===== src/rtl/traffic_pkg.sv =====
// Shared state encoding and lamp patterns for the two-road phase scheduler.
// Latency: n/a (types, constants and pure functions only).
// Backpressure: n/a.
package traffic_pkg;

  // Encodings 6 and 7 are illegal and are recovered to ALLRED_A by the scheduler.
  typedef enum logic [2:0] {
    ALLRED_A = 3'd0,
    GREEN1   = 3'd1,
    YELLOW1  = 3'd2,
    ALLRED_B = 3'd3,
    GREEN2   = 3'd4,
    YELLOW2  = 3'd5
  } state_t;

  typedef struct packed {
    logic red1;
    logic yellow1;
    logic green1;
    logic red2;
    logic yellow2;
    logic green2;
  } lamps_t;

  localparam lamps_t LAMPS_ALLRED  = lamps_t'(6'b100_100);
  localparam lamps_t LAMPS_GREEN1  = lamps_t'(6'b001_100);
  localparam lamps_t LAMPS_YELLOW1 = lamps_t'(6'b010_100);
  localparam lamps_t LAMPS_GREEN2  = lamps_t'(6'b100_001);
  localparam lamps_t LAMPS_YELLOW2 = lamps_t'(6'b100_010);

  // Any unknown encoding lights both reds, which is the safe display.
  function automatic lamps_t lamp_decode(input state_t s);
    case (s)
      GREEN1:  return LAMPS_GREEN1;
      YELLOW1: return LAMPS_YELLOW1;
      GREEN2:  return LAMPS_GREEN2;
      YELLOW2: return LAMPS_YELLOW2;
      default: return LAMPS_ALLRED;
    endcase
  endfunction

  function automatic int max3(input int a, input int b, input int c);
    int m;
    m = (a > b) ? a : b;
    return (m > c) ? m : c;
  endfunction

endpackage


===== src/rtl/phase_timer.sv =====
// Per-phase prescaler plus saturating seconds counter.
// Latency: tick/done are combinational from the counters; counters update each clk.
// Backpressure: none; clear restarts the phase from zero on the next edge.
//
// Ports: clk, rst (async, active-high), clear (restart both counters),
//        limit (phase length in seconds, seconds saturate here),
//        tick (last cycle of a second), sec (completed seconds),
//        done (last cycle of the limit-th second, or any later second boundary).
module phase_timer #(
  parameter int CLK_HZ = 50_000_000,
  parameter int SEC_W  = 4
) (
  input  logic             clk,
  input  logic             rst,
  input  logic             clear,
  input  logic [SEC_W-1:0] limit,
  output logic             tick,
  output logic [SEC_W-1:0] sec,
  output logic             done
);

  localparam int CNT_W = $clog2(CLK_HZ + 1);

  logic [CNT_W-1:0] presc;

  assign tick = (presc == CNT_W'(CLK_HZ - 1));
  // ">=" so a saturated green keeps reporting done on every later boundary.
  assign done = tick && (sec >= (limit - SEC_W'(1)));

  always_ff @(posedge clk or posedge rst) begin
    if (rst) begin
      presc <= '0;
      sec   <= '0;
    end else if (clear) begin
      presc <= '0;
      sec   <= '0;
    end else begin
      presc <= tick ? '0 : presc + 1'b1;
      if (tick && (sec < limit)) begin
        sec <= sec + 1'b1;
      end
    end
  end

endmodule


===== src/rtl/traffic_phase_scheduler.sv =====
// Two-road traffic light sequencer with demand-actuated greens and pedestrian walk.
// Latency: lamps/walks are registered decodes of next_state, changing with the state.
// Backpressure: none; detector/button requests are latched until their green is served.
//
// Ports: clk, rst (async, active-high), veh1/veh2 (vehicle detectors),
//        ped1/ped2 (pedestrian buttons), red/yellow/green 1 and 2 (lamp drives),
//        walk1/walk2 (pedestrian walk lamps).
module traffic_phase_scheduler
  import traffic_pkg::*;
#(
  parameter int CLK_HZ      = 50_000_000,
  parameter int GREEN_MIN_S = 10,
  parameter int YELLOW_S    = 5,
  parameter int ALLRED_S    = 2,
  parameter int WALK_S      = 6
) (
  input  logic clk,
  input  logic rst,
  input  logic veh1,
  input  logic veh2,
  input  logic ped1,
  input  logic ped2,
  output logic red1,
  output logic yellow1,
  output logic green1,
  output logic red2,
  output logic yellow2,
  output logic green2,
  output logic walk1,
  output logic walk2
);

  localparam int SEC_W = $clog2(max3(GREEN_MIN_S, YELLOW_S, ALLRED_S) + 1);

  state_t           state;
  state_t           next_state;
  logic [SEC_W-1:0] limit;
  logic [SEC_W-1:0] sec;
  logic             tick;
  logic             done;
  logic             phase_change;
  logic             enter_g1, enter_g2;
  logic             stay_g1, stay_g2;
  logic             walk_open;
  logic             dem1, dem2;
  logic             pend1, pend2;
  logic             serve1, serve2;

  always_comb begin
    limit = SEC_W'(ALLRED_S);
    case (state)
      GREEN1, GREEN2:   limit = SEC_W'(GREEN_MIN_S);
      YELLOW1, YELLOW2: limit = SEC_W'(YELLOW_S);
      default:          limit = SEC_W'(ALLRED_S);
    endcase
  end

  always_comb begin
    next_state = state;
    case (state)
      ALLRED_A: if (done)         next_state = GREEN1;
      GREEN1:   if (done && dem2) next_state = YELLOW1;
      YELLOW1:  if (done)         next_state = ALLRED_B;
      ALLRED_B: if (done)         next_state = GREEN2;
      GREEN2:   if (done && dem1) next_state = YELLOW2;
      YELLOW2:  if (done)         next_state = ALLRED_A;
      default:                    next_state = ALLRED_A;
    endcase
  end

  assign phase_change = (next_state != state);
  assign enter_g1     = (next_state == GREEN1) && (state != GREEN1);
  assign enter_g2     = (next_state == GREEN2) && (state != GREEN2);
  assign stay_g1      = (next_state == GREEN1) && (state == GREEN1);
  assign stay_g2      = (next_state == GREEN2) && (state == GREEN2);

  // True when the cycle after this edge still falls inside the first WALK_S seconds.
  assign walk_open = tick ? (sec < SEC_W'(WALK_S - 1)) : (sec < SEC_W'(WALK_S));

  phase_timer #(
    .CLK_HZ (CLK_HZ),
    .SEC_W  (SEC_W)
  ) u_timer (
    .clk   (clk),
    .rst   (rst),
    .clear (phase_change),
    .limit (limit),
    .tick  (tick),
    .sec   (sec),
    .done  (done)
  );

  always_ff @(posedge clk or posedge rst) begin
    if (rst) begin
      state <= ALLRED_A;
      {red1, yellow1, green1, red2, yellow2, green2} <= LAMPS_ALLRED;
      walk1  <= 1'b0;
      walk2  <= 1'b0;
      dem1   <= 1'b0;
      dem2   <= 1'b0;
      pend1  <= 1'b0;
      pend2  <= 1'b0;
      serve1 <= 1'b0;
      serve2 <= 1'b0;
    end else begin
      state <= next_state;
      {red1, yellow1, green1, red2, yellow2, green2} <= lamp_decode(next_state);

      // Entry to a green wins over a same-cycle request: that road is being served now.
      if (enter_g1) begin
        dem1   <= 1'b0;
        pend1  <= 1'b0;
        serve1 <= pend1;
      end else begin
        if (ped1 || (veh1 && (state != GREEN1))) dem1  <= 1'b1;
        if (ped1 && (state != GREEN1))           pend1 <= 1'b1;
      end

      if (enter_g2) begin
        dem2   <= 1'b0;
        pend2  <= 1'b0;
        serve2 <= pend2;
      end else begin
        if (ped2 || (veh2 && (state != GREEN2))) dem2  <= 1'b1;
        if (ped2 && (state != GREEN2))           pend2 <= 1'b1;
      end

      if (enter_g1)     walk1 <= pend1;
      else if (stay_g1) walk1 <= serve1 && walk_open;
      else              walk1 <= 1'b0;

      if (enter_g2)     walk2 <= pend2;
      else if (stay_g2) walk2 <= serve2 && walk_open;
      else              walk2 <= 1'b0;
    end
  end

endmodule


===== config.mk =====
export PLATFORM = sky130hd
export DESIGN_NAME = traffic_phase_scheduler
export DESIGN_NICKNAME = d
export VERILOG_FILES = /design/src/rtl/traffic_pkg.sv /design/src/rtl/phase_timer.sv /design/src/rtl/traffic_phase_scheduler.sv
export SDC_FILE = /design/constraint.sdc
export NUM_CORES = 1
export LEC_CHECK = 0
export BUFFER_PORTS_ARGS = -buffer_cell sky130_fd_sc_hd__buf_4
export CAP_MARGIN = 20
export CORE_ASPECT_RATIO = 0.5
export CORE_MARGIN = 2
export CORE_UTILIZATION = 35
export DETAILED_ROUTE_END_ITERATION = 10
export PLACE_DENSITY = 0.57
export SLEW_MARGIN = 20
export SYNTH_ARGS = -nofsm -noshare
export SYNTH_HDL_FRONTEND = slang
export SYNTH_SLANG_ARGS = --single-unit

===== constraint.sdc =====
create_clock -name clk -period 4.85 [get_ports clk]
set_input_delay 1.2125 -clock clk [delete_from_list [all_inputs] [get_ports clk]]
set_output_delay 1.2125 -clock clk [all_outputs]
set_load 0.02 [all_outputs]

==> key figures <==
Setup path
  – CP endpoint kind: flip-flop
  – Most common cell on crit path: inv_1
  – WP buf/inv: 3
  – Critical Path AT: roughly 3400 ps
  – Startpoint types: flip-flop
  – Crit path cell chain: inv_1, or3_1, o21ai_0, inv_1, ha_1, nand2b_1, a2111oi_0, nor3_1, buf_4, and3_1, mux2_1
  – Crit path max fanout: 16
  – Critical path's slowest cell: dfrtp_1
  – Max stage delay on crit path: about 500 ps
  – Cell family with most CP delay: simple AND/OR/NAND/NOR gates
  – Crit path kind: flip-flop to flip-flop
  – Worst EP required: a little over 5000 ps

STA
  – Pins Over Slew Limit: 0
  – Least-Margin Pin Slew: 832.8 ps
  – Final hold slack: 495.1 ps
  – Unrepaired setup endpoints after global routing: no
  – Max Clk Rate: 0.3135 GHz
  – Slew headroom: 0.4441
  – Fin Setup TNS: 0 ps
  – Final setup fails: 0
  – Period Utilization, post-route: 0.6577
  – Final min period: 3190 ps
  – Final Hold Violating Endpoints: 0
  – Final Skew: about 12 ps

Route
  – Initial DRC count: a little under 200
  – Pre-antenna DRT Iters: 4
  – Total number of vias: 2,031
  – Final WL: 5456 µm
  – ANT nets after route: 0
  – Drt drc: 0
  – Drt via density: 5.317
  – WL/cell: 14.28 µm

Finish
  – Finished Layout Cells: 382
  – ANT cells: 0
  – Final Util: 0.4079
  – Fin nets: 301
  – Layout cell share with drive strength beyond 1: 0.1259
  – P&R area growth vs syn: 12.75%

Logic synthesis
  – Ys flop type: dfrtp_1
  – Syn_area_per_cell: 9.632 µm²
  – Async SR Flop Fraction: 1.000
  – Mapped Cells: 275
  – Register bit count reported by yosys: 47
  – Synth Warn #: 0
  – Cell area after synthesis: ~2600 µm²
  – Sequential share of the synthesized area: 0.4450
  – Post-synthesis net count: 291
  – Netlist cell types: 51
  – Post-synth EDFFs: 0

Global routing
  – Global-route wire length before repair: 9653 µm
  – Total grt overflow: 0
  – Initial antenna violation count: 0
  – Vias in the first global route: 2,072
  – Gr usage total: 0.1457
  – Largest net degree at the start of global routing: 48

CTS
  – Clk slew on worst S/H paths: 70 ps
  – Clock Sinks: 47
  – Skew-Pair Late Insertion Delay: 290 ps
  – Hold_buf cts: 0
  – Clock tree buffer depth: 2
  – Post-cts resize count: 0
  – CTS tree: built
  – CTS buffer count: 5
  – H-Tree Depth: 2
  – Root Buffer: clkbuf_16
  – Number of setup buffers added after CTS: 0

Power
  – Peak VDD IR: 159.5 µV
  – Total power draw: roughly 0.8 mW
  – P_leak: 1.327 nW
  – Power Dens Cells: 268.7 nW/µm²

Job
  – Max Cap Violations: 0

Floorplan
  – Site Rows: 22
  – I/O pin cnt: 14
  – Die height: 65.52 µm
  – Die area: 8322 µm²
  – Initial Utilization: 0.3618
  – Core ar.: 7322 µm²
  – Die Wd: between 100 and 150 µm

Placement
  – RePlAce Congestion: between 0.8 and 0.9
  – Placed insts: 374
  – HPWL Detailed: 3834 µm
  – Buffers added on ports: 13

Hold path
  – Worst min-delay path class: flip-flop to flip-flop

Status
  – Outcome: completed
synthesized netlist by cell type, drive strengths merged, types with 6 or more instances:
master  number  area (µm²)
a21o         7       52.55
a21oi       14       70.07
and4         8       70.07
buf          7       45.04
dfrtp       45        1126
ha          10       125.1
inv         13       48.80
nand2       17       66.32
nand3       15       80.08
nand4        6       58.80
nor2        35       131.4
nor3         7       35.03
nor4         7       71.31
o21ai        7       35.03
xnor2       16       140.1
xor2         7       61.31
where the power goes:
| group | switching, mW | leakage (nW) | internal (mW) |
|---|---|---|---|
| sequential | 0.0000000000000000603 | 0.562 | 0.392 |
| combinational | 0.00878 | 0.684 | 0.00294 |
| clock | 0.154 | 0.0804 | 0.245 |
| total | 0.163 | 1.33 | 0.640 |
layer usage:
layer / track usage / share of wire / routed length (µm) / vias up
li1: - / - / - / 990
met1: 0.1865 / 0.49 / 2683 / 1003
met2: 0.2493 / 0.47 / 2547 / 30
met3: 0.03257 / 0.028 / 154 / 8
met4: 0.04533 / 0.013 / 70 / 0
met5: 0 / 0 / 0 / -
registers in the layout, summed over array words and instances, names as in the netlist:
| name | cells |
|---|---|
| u_timer.sec | 4 |
| state | 3 |
| red2 | 1 |
| dem2 | 1 |
| serve2 | 1 |
| serve1 | 1 |
| green2 | 1 |
| yellow2 | 1 |
| yellow1 | 1 |
| u_timer.presc | 26 |
| pend1 | 1 |
| walk1 | 1 |
| pend2 | 1 |
| dem1 | 1 |
| green1 | 1 |
| walk2 | 1 |
| red1 | 1 |
metrics by stage:
step                      setup slack (ps)  cell area, µm²
after floorplan                       1939            2649
after global placement                1868            2814
after detailed placement              1679            2814
after CTS                             1664            2985
after global routing                  1344            2987
final                                 1660            2987
worst paths after layout:
check / startpoint / to / slack, ps / depth (start not counted)
max in group asynchronous: rst / u_timer.presc[14] / 3280 / 2
max: state[1] / serve2 / 1660 / 11
min reg2reg: u_timer.presc[0] / u_timer.presc[0] / 500 / 1
min in group asynchronous: rst / u_timer.presc[5] / 1060 / 2
max reg2reg: state[1] / serve2 / 1660 / 11
min: u_timer.presc[0] / u_timer.presc[0] / 500 / 1
cell usage in the layout (no fill, tap or decap), types with 5 or more instances in the layout:
cell and n:
nand2_1 16, dfrtp_1 45, buf_4 14, nor3_1 7
and4_1 8, nand3_1 14, xnor2_1 16, inv_1 12
nor2_1 35, a21oi_1 14, xor2_1 7, clkbuf_16 5
ha_1 10, o21ai_0 7, a21o_1 7
logic make-up (layout without fill, tap and decap cells):
family,Yosys count,in the layout,share of synthesized area
flops,47,47,0.4450
fa+ha+maj,10,10,0.04724
other cells,1,1,0.001416
mux,4,4,0.01559
xor+xnor,23,23,0.07605
simple gates,120,120,0.2593
buf+inv,24,35,0.04109
compound gates,46,46,0.1143
cell type report:
type	count	area, µm²
clock buffers	5	125.1
repair buffers	14	105.1
well taps	96	120.1
fillers	705	4335
multi-input cells	204	1361
inverters	13	50.05
clock inverters	3	46.29
flip-flops and latches	47	1179
(Power assumes the default switching activity.)
